`config.mk`:
```
export PLATFORM = sky130hd
export DESIGN_NAME = charbuf_writer
export DESIGN_NICKNAME = d
export VERILOG_FILES = /design/src/rtl/charbuf_writer.sv
export SDC_FILE = /design/constraint.sdc
export NUM_CORES = 1
export LEC_CHECK = 0
export ABC_AREA = 1
export CAP_MARGIN = 5
export CORE_MARGIN = 10
export CORE_UTILIZATION = 45
export CTS_CLUSTER_DIAMETER = 80
export DETAILED_ROUTE_END_ITERATION = 16
export PLACE_DENSITY = 0.8
export SLEW_MARGIN = 15
export SYNTH_ARGS = -nofsm -noshare
export SYNTH_HDL_FRONTEND = slang
export SYNTH_SLANG_ARGS = --single-unit
```
`constraint.sdc`:
```
create_clock -name clk -period 4.3 [get_ports clk]
set_input_delay 0.86 -clock clk [delete_from_list [all_inputs] [get_ports clk]]
set_output_delay 0.86 -clock clk [all_outputs]
set_load 0.02 [all_outputs]
```
`src/rtl/charbuf_writer.sv`:
```
// Write-side engine for the 64x32 character buffer: byte stream in, cursor-tracked buffer writes out.
// Optional CHARBUF_CLEAR_ON_RESET_EN: clear the whole screen with attribute 0x07 after reset.
module charbuf_writer #(
    parameter int COLS = 60,
    parameter int ROWS = 17
) (
    input  logic        clk,
    input  logic        rst,
    input  logic        in_valid,
    input  logic [7:0]  in_data,
    input  logic [7:0]  in_attr,
    output logic        in_ready,
    output logic        wr_en,
    output logic [10:0] wr_addr,
    output logic [15:0] wr_data,
    output logic [5:0]  cur_col,
    output logic [4:0]  cur_row,
    output logic        busy
);

    localparam logic [5:0] COL_MAX = 6'(COLS - 1);
    localparam logic [4:0] ROW_MAX = 5'(ROWS - 1);
    localparam logic [7:0] CH_BS = 8'h08;
    localparam logic [7:0] CH_LF = 8'h0A;
    localparam logic [7:0] CH_FF = 8'h0C;
    localparam logic [7:0] CH_CR = 8'h0D;
    localparam logic [7:0] CH_SP = 8'h20;

    typedef enum logic [1:0] {IDLE, PUT, CLR_LINE, CLR_SCREEN} state_t;

    state_t     state;
    logic [7:0] attr;
    logic       adv_pending;
    logic       accept;

    assign accept = in_valid & in_ready;

    function automatic logic [4:0] next_row(input logic [4:0] r);
        return (r == ROW_MAX) ? 5'd0 : r + 5'd1;
    endfunction

    // Clear sweeps walk wr_addr itself, so no separate clear counters exist.
    always_ff @(posedge clk or posedge rst) begin
        if (rst) begin
            wr_en       <= 1'b0;
            wr_addr     <= 11'd0;
            wr_data     <= 16'd0;
            cur_col     <= 6'd0;
            cur_row     <= 5'd0;
            adv_pending <= 1'b0;
`ifdef CHARBUF_CLEAR_ON_RESET_EN
            state       <= CLR_SCREEN;
            busy        <= 1'b1;
            in_ready    <= 1'b0;
            attr        <= 8'h07;
`else
            state       <= IDLE;
            busy        <= 1'b0;
            in_ready    <= 1'b1;
            attr        <= 8'h00;
`endif
        end else begin
            case (state)
                IDLE: begin
                    wr_en    <= 1'b0;
                    in_ready <= 1'b1;
                    if (accept) begin
                        attr     <= in_attr;
                        in_ready <= 1'b0;
                        case (in_data)
                            CH_CR: cur_col <= 6'd0;
                            CH_LF: begin
                                cur_col <= 6'd0;
                                cur_row <= next_row(cur_row);
                                wr_en   <= 1'b1;
                                wr_addr <= {next_row(cur_row), 6'd0};
                                wr_data <= {in_attr, CH_SP};
                                busy    <= 1'b1;
                                state   <= CLR_LINE;
                            end
                            CH_BS: begin
                                if (cur_col != 6'd0) begin
                                    cur_col     <= cur_col - 6'd1;
                                    wr_en       <= 1'b1;
                                    wr_addr     <= {cur_row, cur_col - 6'd1};
                                    wr_data     <= {in_attr, CH_SP};
                                    adv_pending <= 1'b0;
                                    state       <= PUT;
                                end
                            end
                            CH_FF: begin
                                cur_col <= 6'd0;
                                cur_row <= 5'd0;
                                wr_en   <= 1'b1;
                                wr_addr <= 11'd0;
                                wr_data <= {in_attr, CH_SP};
                                busy    <= 1'b1;
                                state   <= CLR_SCREEN;
                            end
                            default: begin
                                wr_en   <= 1'b1;
                                wr_addr <= {cur_row, cur_col};
                                wr_data <= {in_attr, in_data};
                                state   <= PUT;
                                if (cur_col == COL_MAX) begin
                                    cur_col     <= 6'd0;
                                    cur_row     <= next_row(cur_row);
                                    adv_pending <= 1'b1;
                                end else begin
                                    cur_col     <= cur_col + 6'd1;
                                    adv_pending <= 1'b0;
                                end
                            end
                        endcase
                    end
                end
                PUT: begin
                    if (adv_pending) begin
                        // Wrapping onto a new line blanks it, as an LF would.
                        wr_en   <= 1'b1;
                        wr_addr <= {cur_row, 6'd0};
                        wr_data <= {attr, CH_SP};
                        busy    <= 1'b1;
                        state   <= CLR_LINE;
                    end else begin
                        wr_en    <= 1'b0;
                        in_ready <= 1'b1;
                        state    <= IDLE;
                    end
                end
                CLR_LINE: begin
                    if (wr_addr[5:0] == COL_MAX) begin
                        wr_en    <= 1'b0;
                        busy     <= 1'b0;
                        in_ready <= 1'b1;
                        state    <= IDLE;
                    end else begin
                        wr_addr <= wr_addr + 11'd1;
                    end
                end
                CLR_SCREEN: begin
                    if (!wr_en) begin
                        // Entered straight from reset: first write not issued yet.
                        wr_en   <= 1'b1;
                        wr_addr <= 11'd0;
                        wr_data <= {attr, CH_SP};
                    end else if (wr_addr[5:0] == COL_MAX) begin
                        if (wr_addr[10:6] == ROW_MAX) begin
                            wr_en    <= 1'b0;
                            busy     <= 1'b0;
                            in_ready <= 1'b1;
                            state    <= IDLE;
                        end else begin
                            wr_addr <= {wr_addr[10:6] + 5'd1, 6'd0};
                        end
                    end else begin
                        wr_addr <= wr_addr + 11'd1;
                    end
                end
                default: state <= IDLE;
            endcase
        end
    end

endmodule

```
; ---- After elaboration in Yosys (flattened, before gate mapping)
; Index checks and enable logic that the tools add are counted.
; W data, S select, Z words.
[totals]
in_bits = 19
reg_bits = 52
wordCells = 115
[op_classes]
bitwise = 3
reduce_logical = 16
n_eq_ne = 25
n_addsub = 5
muxes = 56
[ops]
columns = cell, count
row1 = $pmux W16 S3, 2
row2 = $pmux W11 S4, 2
row3 = $mux W11, 7
row4 = $mux W16, 4
row5 = $eq A8 B4 Y1 const B, 4
row6 = $ne A2 B2 Y1 const B, 12
row7 = $mux W1, 21
row8 = $pmux W2 S4, 2
row9 = $pmux W5 S3, 1
row10 = $mux W2, 7
row11 = $reduce_and A7 Y1, 2
row12 = $eq A6 B6 Y1 const B, 2
row13 = $mux W6, 2
row14 = $pmux W1 S4, 3
row15 = $pmux W6 S2, 1
row16 = $reduce_and A6 Y1, 2
row17 = $add A11 B1 Y11 const B, 1
row18 = $add A5 B1 Y5 const B, 2
row19 = $eq A5 B5 Y1 const B, 2
row20 = $mux W5, 2
row21 = $reduce_and A4 Y1, 2
row22 = $add A6 B1 Y6 const B, 1
row23 = $reduce_bool A3 Y1, 2
row24 = $reduce_bool A6 Y1, 1
row25 = 14 further kinds, 18

; ---- Depth between registers and ports, before layout
; Gate-level depths: netlist of the first run.
[depth]
depth_word = 5
mapped_depth = 13

; ---- Worst setup path after synthesis of the first run
; No wires, ideal clock.
[synth_path]
path_type = in2reg
start = input port in_data[7]
end = register wr_addr[5]
path_stages = 11
setup_slack_ps = 2341
n_path_buf = 1
arrival_time_ps = 1838
t_required_ps = 4179
cell_sequence = nor2_1 nand2_2 inv_2 nand2_4 nor2_4 inv_1 nand2_1 nor2_4 buf_6 nor2_2 a21oi_2
[synth_between]
elab_chain_cells = 4
[synth_lines]
columns = element, line
row1 = "start, declared", 10  ; input logic [7:0] in_data,
row2 = $eq A8 B4 Y1, 70  ; case (in_data)
row3 = $pmux W11 S4, 70
row4 = $mux W11, 67  ; if (accept) begin
row5 = $pmux W11 S4, 63  ; case (state)
row6 = "end signal, assigned", 76  ; wr_addr <= {next_row(cur_row), 6'd0};
row7 = "end signal, assigned", 85  ; wr_addr <= {cur_row, cur_col - 6'd1};
row8 = "end signal, assigned", 102  ; wr_addr <= {cur_row, cur_col};
row9 = "end, declared", 14  ; output logic [10:0] wr_addr,
; Parallel ways exist; a longest one is shown, timed or not. The select of a mux whose other input is x is not followed.
; A chain may end at the register's enable or synchronous reset.

; ---- Final worst setup path of the first run
[layout_path]
start = register state[0]
end = register wr_addr[6]
[layout_between]
elab_chain_cells = 3
[layout_lines]
columns = element, line
row1 = "start, declared", 31  ; state_t state;
row2 = "start signal, assigned", 57  ; state <= IDLE;
row3 = "start signal, assigned", 79  ; state <= CLR_LINE;
row4 = "start signal, assigned", 88  ; state <= PUT;
row5 = "$eq A2 B2 Y1, or another cell as far along", 63
row6 = "$ne A4 B4 Y1 (no source line), or another cell as far along", -
row7 = $reduce_and A6 Y1 (no source line), -
; Parallel ways exist; a longest one is shown, timed or not.

==> results of run 1 <==
worst min-delay path: stages (launching register included):
cell and delay [ns]:
dfrtp_1 0.36, nand2_1 0.05, nand2_1 0.05
stage by stage:
stage,cell area [sq um],setup WS (ns),instances
after floorplan,3638,2.184,483
after global placement,4235,1.574,630
after detailed placement,4235,1.551,630
after CTS,4330,1.824,638
after global routing,4332,1.565,638
final,4332,1.815,638
logic make-up (layout without fill, tap and decap cells):
family / Yosys count / after routing
flops: 52 / 52
xor+xnor: 12 / 12
mux: 8 / 8
buf+inv: 54 / 107
simple gates: 290 / 290
fa+ha+maj: 8 / 8
compound gates: 59 / 59
power by group through the flow:
| stage | combinational [mW] | clock (mW) | sequential, mW |
|---|---|---|---|
| finish | 0.0397 | 0.305 | 0.489 |
| detailed placement | 0.0403 | 0 | 0.498 |
| CTS | 0.0405 | 0.313 | 0.489 |
| global route | 0.0433 | 0.330 | 0.489 |
| floorplan | 0.0154 | 0 | 0.498 |
| global placement | 0.0397 | 0 | 0.498 |
metal layers:
metal	track usage	vias to the layer above
li1	-	1676
met1	0.1838	1552
met2	0.2798	78
met3	0.02633	9
met4	0.03717	0
met5	0	-
worst min-delay path by stage:
stage / start / endpoint
2_1_floorplan: attr[0] / attr[0]
4_1_cts: attr[2] / attr[2]
3_3_place_gp: attr[1] / attr[1]
3_5_place_dp: attr[6] / attr[6]
6_report: attr[1] / attr[1]
5_1_grt: in_ready / in_ready
layout make-up:
type	instances	area, sq um
fillers	731	3476
flip-flops and latches	52	1303
well taps	102	127.6
clock buffers	5	68.82
multi-input cells	377	2059
clock inverters	3	26.28
repair buffers	59	590.6
inverters	40	156.4
cells in the mapped netlist (all sizes together):
| library cell | number | area (sq um) |
|---|---|---|
| a21oi | 8 | 43.79 |
| a22oi | 3 | 22.52 |
| a31o | 1 | 8.760 |
| a31oi | 2 | 18.77 |
| buf | 12 | 112.6 |
| clkbuf | 2 | 8.750 |
| dfrtp | 51 | 1276 |
| dfstp | 1 | 26.28 |
| ha | 8 | 100.1 |
| inv | 40 | 155.1 |
| mux2i | 8 | 80.08 |
| nand2 | 167 | 656.9 |
| nand3 | 41 | 280.3 |
| nand4 | 12 | 90.09 |
| nor2 | 64 | 317.8 |
| nor3 | 3 | 26.28 |
| o21ai | 43 | 275.3 |
| o21bai | 1 | 7.510 |
| o31ai | 1 | 7.510 |
| or2 | 3 | 18.77 |
| xnor2 | 5 | 43.79 |
| xor2 | 7 | 61.31 |
placed cells by master (no fill, tap or decap), types with 2 or more instances in the layout:
| master | n |
|---|---|
| nand3_1 | 29 |
| clkbuf_8 | 5 |
| ha_1 | 8 |
| inv_6 | 2 |
| nor2_1 | 51 |
| xor2_1 | 7 |
| or2_1 | 2 |
| nand3_2 | 10 |
| o21ai_1 | 9 |
| o21ai_0 | 20 |
| inv_1 | 29 |
| dfrtp_1 | 51 |
| mux2i_1 | 8 |
| inv_4 | 2 |
| nor3_1 | 2 |
| nor2_4 | 9 |
| nand2_2 | 6 |
| nand3_4 | 2 |
| inv_2 | 8 |
| xnor2_1 | 5 |
| nand4_1 | 11 |
| o21ai_2 | 13 |
| nand2_1 | 159 |
| a22oi_1 | 3 |
| nand2_4 | 2 |
| nor2_2 | 4 |
| a21oi_1 | 7 |
| clkdlybuf4s50_1 | 59 |
sequential cells by signal, indices dropped and copies added (netlist names):
register,count
in_ready,1
adv_pending,1
wr_addr,11
state,2
cur_col,6
cur_row,5
busy,1
wr_data,16
wr_en,1
attr,8
==> metrics.md, run 1 <==
| Metric | Value |
|---|---|
| Status | `finished, final reports clean` |
| CP Max Fanout | `22` |
| WHS | `0.4789 ns` |
| Clock root buffer | `clkbuf_8` |
| DIE WIDTH | `109.9 um` |
| Main combinational cell family by area after synthesis | `simple AND/OR/NAND/NOR gates` |
| Cell Int Power | `626.4 uW` |
| Max transition margin | `0.2923` |
| Final Hold Viols | `0` |
| CP arrival | `2.75 ns` |
| Clock power frac | `0.366` |
| Synth Area in Compound Gates | `0.1056` |
| Final core utilization | `0.5548` |
| Post-CTS setup buffers | `0` |
| Met3 wire len | `463 um` |
| Clk slew on worst S/H paths | `0.11 ns` |
| Tmin final | `2.485 ns` |
| GP Congestion | `0.9184` |
| GRT Overall Usage | `0.1542` |
| First-pass GRT wire length | `15160 um` |
| Slew Viols, Final | `0` |
| Num CTS Buffers | `5` |
| IO Pins | `60` |
| Setup TNS | `0 ns` |
| Initial Util | `0.4660` |
| Area share of xor/xnor cells in the synthesized design | `0.02889` |
| Cell count after synthesis | `483` |
| Clock Sinks | `52` |
| Number of global-route vias before repair | `3225` |
| Worst setup path endpoint | `wr_addr[6]` |
| Setup crit end kind | `flip-flop` |
| Mapped Area | `3638 sq um` |
| CTS resizes | `0` |
| Worst-margin pin slew | `1.062 ns` |
| Synth Register Bits | `52` |
| Cell mode on critical path | `nand2_1` |
| CTS tree | `built` |
| Max_cap viols | `0` |
| Die Area | `12080 sq um` |
| Worst vdd ir | `0.1425 mV` |
| PortBufs | `59` |
| H-tree levels | `2` |
| DR top layer | `met4` |
| Placeable Area | `7807 sq um` |
| Synth unique cells | `41` |
| Worst Hold Class | `flip-flop to flip-flop` |
| Skew final | `0.01302 ns` |
| Remaining DRCs | `0` |
| Final Cycle Share | `0.5779` |
| Layout cells sized above 1 | `0.1362` |
| # hold bufs at CTS | `0` |
| Psw | `207.5 uW` |
| RSZ-0062 raised after global routing | `false` |
| CP max-delay cell | `dfrtp_1` |
| Final nets | `562` |
| Total inserted antenna cells | `0` |
| Rows | `32` |
| Post-synthesis sequential area ratio | `0.3580` |
| Ys Warns | `0` |
| Combinational power share | `0.048` |
| # setup viols final | `0` |
| Vias post-DR | `3315` |
| Worst path required time | `4.57 ns` |
| Reg2reg setup slack | `1.82 ns` |
| Pwr Density | `192.5 nW/um^2` |
| DRT Pass-1 Iters | `4` |
| R2R cell count | `10` |
| Pwr Total | `833.9 uW` |
| Worst path cell trace | `nor2_4, inv_2, nor2_1, nand2_1, nand2_1, nor2_4, nand2_1, nand2_1, nand2_1, inv_1` |
| Synthesized net count | `510` |
| Crit. Startpoint | `state[0]` |
| Slowest stage delay, CP | `1.06 ns` |
| Crit path launch type | `flip-flop` |
| Simple-gate share of the synthesized area | `0.3820` |
| Average wire per standard cell | `14.34 um` |
| Hold Path Stages | `2` |
| Multiplexer share of the synthesized area | `0.02201` |
| Sw frac | `0.2489` |
| DR vias/cell | `5.196` |
| Post-DP HPWL | `6879 um` |
| Adder-cell share of the synthesized area | `0.02751` |
| Die height | `109.9 um` |
| Worst-skew pair later-pin latency | `0.32 ns` |
| Levels on crit path | `10` |
| Sequential power share | `0.586` |
| DR WL met2 | `4689 um` |
| Pleak | `2.033 nW` |
| Initial antenna violation count | `0` |
| Met1 Wirelength | `3905 um` |
| First DRT Iteration DRCs | `182` |
| Area Overhead vs Synth | `19.05%` |
| Peak Freq | `402.4 MHz` |
| Largest net degree at the start of global routing | `53` |
| Global route overflow | `0` |
| FF-to-FF End | `wr_addr[6]` |
| Setup Crit Path Kind | `flip-flop to flip-flop` |
| Critical R2R Launch | `state[0]` |
| CP top delay family | `flip-flops` |
| Antenna Nets Post-Route | `0` |
| Mean Syn Cell Area | `7.533 sq um` |
| Clock buffer depth | `2` |
| Bufs and invs on worst path | `2` |
| Total wire length | `9146 um` |
Power figures use the tool's default switching activity.
==> inputs of run 2 (changes only) <==
==> constraint.sdc (replaced) <==
create_clock -name clk -period 2.3 [get_ports clk]
set_input_delay 0.46 -clock clk [delete_from_list [all_inputs] [get_ports clk]]
set_output_delay 0.46 -clock clk [all_outputs]
set_load 0.02 [all_outputs]
==> run 2 against run 1 <==
Compared with the run above:
- final cell count rose by 0.94%
- sequential power rose by 87%
- critical endpoint is now wr_addr[2]
- first-iteration DRC count up 6.0%
- wire length is 1.9% higher
- combinational power increased by 97%
- highest routed layer unchanged
- total power increased by 85%
- cell area rose by 0.95%
==> metrics.md, run 2 (same netlist as run 1, synthesis figures left out) <==
| Metric | Value |
|---|---|
| CP top delay family | `buffers and inverters` |
| Slowest stage delay, CP | `0.69 ns` |
| Final Cycle Share | `0.8875` |
| First-pass GRT wire length | `16060 um` |
| Final nets | `568` |
| Skew final | `0.01024 ns` |
| Average wire per standard cell | `14.47 um` |
| PortBufs | `59` |
| Worst vdd ir | `0.2964 mV` |
| Max_cap viols | `0` |
| Largest net degree at the start of global routing | `33` |
| Footprint of the multi-input gates | `2059 sq um` |
| Total inserted antenna cells | `0` |
| Levels on crit path | `1` |
| Setup crit end kind | `output port` |
| Antenna Nets Post-Route | `0` |
| Die height | `109.9 um` |
| Setup Slack @ Placement | `-0.02599 ns` |
| Worst path required time | `1.84 ns` |
| Initial Util | `0.4660` |
| Worst Hold Class | `flip-flop to flip-flop` |
| Peak Freq | `489.9 MHz` |
| Worst path cell trace | `clkdlybuf4s50_1` |
| First DRT Iteration DRCs | `193` |
| Num CTS Buffers | `5` |
| Fin area | `4373 sq um` |
| Final Hold Viols | `0` |
| Vias post-DR | `3410` |
| # hold bufs at CTS | `0` |
| Filler cells | `731` |
| Clock root buffer | `clkbuf_8` |
| Remaining DRCs | `0` |
| Rows | `32` |
| Number of global-route vias before repair | `3342` |
| GP Congestion | `0.9302` |
| Clock Sinks | `52` |
| Worst-margin pin slew | `0.4295 ns` |
| Most frequent cells in the layout | `nand2_1, clkdlybuf4s50_1, nor2_1, dfrtp_1` |
| Die Area | `12080 sq um` |
| Placed standard-cell area | `4280 sq um` |
| Post-DP HPWL | `7291 um` |
| RSZ-0062 raised after global routing | `false` |
| IO Pins | `60` |
| Pwr Total | `1.541 mW` |
| Final setup margin | `0.2588 ns` |
| Most common cell after layout, fill and taps aside | `nand2_1` |
| Biggest registers after layout | `wr_data: 16 flops, wr_addr: 11 flops, attr: 8 flops` |
| Number of flip-flops in the largest register | `16` |
| Layout cells sized above 1 | `0.1476` |
| Slew Viols, Final | `0` |
| GRT Overall Usage | `0.1622` |
| R2R cell count | `7` |
| CTS tree | `built` |
| Tmin final | `2.041 ns` |
| Final core utilization | `0.5601` |
| Post-CTS setup buffers | `0` |
| H-tree levels | `2` |
| Hold Path Stages | `2` |
| Setup Crit Path Kind | `flip-flop to output port` |
| DRT Pass-1 Iters | `6` |
| DIE WIDTH | `109.9 um` |
| Pleak | `2.061 nW` |
| Pwr Density | `352.4 nW/um^2` |
| Initial antenna violation count | `0` |
| Bufs and invs on worst path | `1` |
| Placed Instances | `636` |
| Worst-skew pair later-pin latency | `0.32 ns` |
| Global route overflow | `0` |
| CP arrival | `1.58 ns` |
| CTS resizes | `0` |
| Register Area | `1304 sq um` |
| Crit path launch type | `flip-flop` |
| Placeable Area | `7807 sq um` |
| Total wire length | `9321 um` |
| Clk slew on worst S/H paths | `0.10 ns` |
| CP max-delay cell | `clkdlybuf4s50_1` |
| Clock buffer depth | `2` |
| # setup viols final | `0` |
| Largest register by flop count | `wr_data` |
| Fin cells | `644` |
| DR vias/cell | `5.295` |
| Max transition margin | `0.7137` |
| Status | `finished, final reports clean` |
| CP Max Fanout | `9` |
| Area Overhead vs Synth | `20.19%` |
==> run 2: changes by cell type in the layout (fill, tap and decap cells not counted), sizes merged <==
cell / previous run / this run
buf: 0 / 6
==> run 2: layer usage <==
metal | up-vias | share of wire | GRT usage
li1 | 1683 | - | -
met1 | 1616 | 0.41 | 0.1924
met2 | 98 | 0.51 | 0.2892
met3 | 13 | 0.061 | 0.03101
met4 | 0 | 0.016 | 0.04740
met5 | - | 0 | 0
==> run 2: worst paths after layout <==
check / slack (ns) / start / end
min reg2reg: 0.48 / attr[2] / attr[2]
min: 0.48 / attr[2] / attr[2]
max in group asynchronous: 1.43 / rst / in_ready
min in group asynchronous: 0.51 / rst / cur_row[4]
max: 0.26 / wr_addr[2] / wr_addr[2]
max reg2reg: 0.32 / state[1] / wr_data[12]
==> run 2: metrics by stage <==
stage                     hold WS [ns]  setup TNS [ns]
after floorplan                 0.4416               0
after global placement          0.4534               0
after detailed placement        0.4582        -0.07112
after CTS                       0.4840               0
after global routing            0.5045               0
final                           0.4800               0
==> run 2: final cells by class <==
| cell class | count | share of cell area |
|---|---|---|
| multi-input cells | 377 | 0.4710 |
| flip-flops and latches | 52 | 0.2981 |
| repair buffers | 65 | 0.1454 |
| inverters | 40 | 0.03548 |
| well taps | 102 | 0.02918 |
| clock buffers | 5 | 0.01574 |
| clock inverters | 3 | 0.005150 |
==> run 2: worst register-to-register path, cell delays in order (launching register included) <==
cell,delay (ns)
dfrtp_1,0.59
nor2_4,0.14
inv_2,0.26
nor2_4,0.08
nor2_4,0.16
nand3_4,0.35
nand2_1,0.21
o21ai_2,0.07
==> run 2: report_power, final <==
| part | switching [mW] | internal [mW] | total (mW) |
|---|---|---|---|
| Sequential | 0 | 0.914 | 0.914 |
| Clock | 0.330 | 0.219 | 0.549 |
| Combinational | 0.0426 | 0.0355 | 0.0782 |
==> inputs of run 3 (changes only) <==
==> constraint.sdc (replaced) <==
create_clock -name clk -period 2.6 [get_ports clk]
set_input_delay 0.52 -clock clk [delete_from_list [all_inputs] [get_ports clk]]
set_output_delay 0.52 -clock clk [all_outputs]
set_load 0.02 [all_outputs]
==> run 3 against run 2 <==
Compared with the run above:
- final cell count decreased by 0.47%
- core utilization increased by 0.11 points
- flip-flop and latch count unchanged
- sequential power decreased by 12%
- via count decreased by 2.1%
- count of clock-buffer cells in the layout unchanged
- wire length decreased by 1.9%
- largest cell class unchanged
- highest routed layer unchanged
==> metrics.md, run 3 (same netlist as run 1, synthesis figures left out) <==
| Metric | Value |
|---|---|
| PortBufs | `59` |
| CP top delay family | `buffers and inverters` |
| Slowest stage delay, CP | `0.69 ns` |
| Pleak | `2.057 nW` |
| Final nets | `565` |
| Crit path launch type | `flip-flop` |
| CP max-delay cell | `clkdlybuf4s50_1` |
| GP Congestion | `0.8985` |
| RSZ-0062 raised after global routing | `false` |
| Initial antenna violation count | `0` |
| Initial Util | `0.4660` |
| # hold bufs at CTS | `0` |
| Antenna Nets Post-Route | `0` |
| Biggest registers after layout | `wr_data: 16 flops, wr_addr: 11 flops, attr: 8 flops` |
| First DRT Iteration DRCs | `166` |
| IO Pins | `60` |
| Num CTS Buffers | `5` |
| Vias post-DR | `3338` |
| Setup TNS | `0 ns` |
| Worst path required time | `2.08 ns` |
| CTS tree | `built` |
| First-pass GRT wire length | `15580 um` |
| Setup crit end kind | `output port` |
| Slew Viols, Final | `0` |
| Final Cycle Share | `0.8107` |
| DRT Pass-1 Iters | `7` |
| CP Max Fanout | `9` |
| Worst-skew pair later-pin latency | `0.31 ns` |
| Peak Freq | `474.4 MHz` |
| Final core utilization | `0.5612` |
| GRT Overall Usage | `0.1577` |
| WHS | `0.4800 ns` |
| Largest register by flop count | `wr_data` |
| Footprint of the multi-input gates | `2059 sq um` |
| Placeable Area | `7807 sq um` |
| Post-CTS setup buffers | `0` |
| Most frequent cells in the layout | `nand2_1, clkdlybuf4s50_1, nor2_1, dfrtp_1` |
| Average wire per standard cell | `14.26 um` |
| Most common cell after layout, fill and taps aside | `nand2_1` |
| Clk slew on worst S/H paths | `0.10 ns` |
| Number of global-route vias before repair | `3340` |
| Worst Hold Class | `flip-flop to flip-flop` |
| Die height | `109.9 um` |
| Placed Instances | `633` |
| Largest net degree at the start of global routing | `33` |
| Worst-margin pin slew | `0.4954 ns` |
| Die Area | `12080 sq um` |
| Rows | `32` |
| DIE WIDTH | `109.9 um` |
| Global route overflow | `0` |
| Total inserted antenna cells | `0` |
| Filler cells | `739` |
| Post-DP HPWL | `7118 um` |
| Final Hold Viols | `0` |
| Setup Crit Path Kind | `flip-flop to output port` |
| Total wire length | `9140 um` |
| Pwr Density | `329.8 nW/um^2` |
| Layout cells sized above 1 | `0.1410` |
| Pwr Total | `1.445 mW` |
| Worst vdd ir | `0.2593 mV` |
| Fin cells | `641` |
| Clock Sinks | `52` |
| Number of flip-flops in the largest register | `16` |
| CTS resizes | `0` |
| H-tree levels | `2` |
| Status | `finished, final reports clean` |
| Max_cap viols | `0` |
| Clock buffer depth | `2` |
| Worst path cell trace | `clkdlybuf4s50_1` |
| Register Area | `1303 sq um` |
| Skew final | `0.01562 ns` |
| CP arrival | `1.59 ns` |
| Bufs and invs on worst path | `1` |
| DR vias/cell | `5.207` |
| # setup viols final | `0` |
| Max transition margin | `0.6697` |
| Remaining DRCs | `0` |
| Clock root buffer | `clkbuf_8` |
| Area Overhead vs Synth | `20.43%` |
| Tmin final | `2.108 ns` |
## run 3: changes by cell type in the layout (fill, tap and decap cells not counted), sizes merged
cell / before / now
buf: 6 / 3
bufinv: 0 / 1
clkinv: 2 / 1
clkinvlp: 0 / 1
inv: 41 / 40
## run 3: area by class of cell
type	count	area share
sequential	52	0.2973
tap	102	0.02913
inverter	40	0.03541
clock inverter	3	0.009709
clock buffer	5	0.01571
multi-input combinational	377	0.4700
timing repair buffer	62	0.1428
## run 3: metrics by stage
stage	setup WS (ns)	cell area, sq um
2_1_floorplan	0.8238	3638
3_3_place_gp	0.1775	4270
3_5_place_dp	0.1771	4270
4_1_cts	0.4822	4382
5_1_grt	0.3845	4382
6_report	0.4923	4382
## run 3: power breakdown
part,switching [mW],total (mW),leakage (nW),internal (mW)
logic,0.0372,0.0687,1.33,0.0315
registers,0,0.808,0.677,0.808
clock network,0.283,0.568,0.0541,0.285
## run 3: worst paths after layout
kind / start / endpoint / slack [ns] / cells after the start
min in group asynchronous: rst / state[0] / 0.55 / 2
worst min-delay path: attr[0] / attr[0] / 0.48 / 2
worst min register to register: attr[0] / attr[0] / 0.48 / 2
worst max register to register: state[0] / wr_data[9] / 0.57 / 7
worst max-delay path: wr_addr[2] / wr_addr[2] / 0.49 / 1
max in group asynchronous: rst / in_ready / 1.44 / 3
## run 3: layer usage
metal | wire length, um | share of wire | global-route usage | vias to the layer above
met1 | 3848 | 0.42 | 0.1897 | 1592
met3 | 410 | 0.045 | 0.02516 | 10
met5 | 0 | 0 | 0 | -
met4 | 148 | 0.016 | 0.05204 | 0
li1 | - | - | - | 1667
met2 | 4732 | 0.52 | 0.2790 | 69
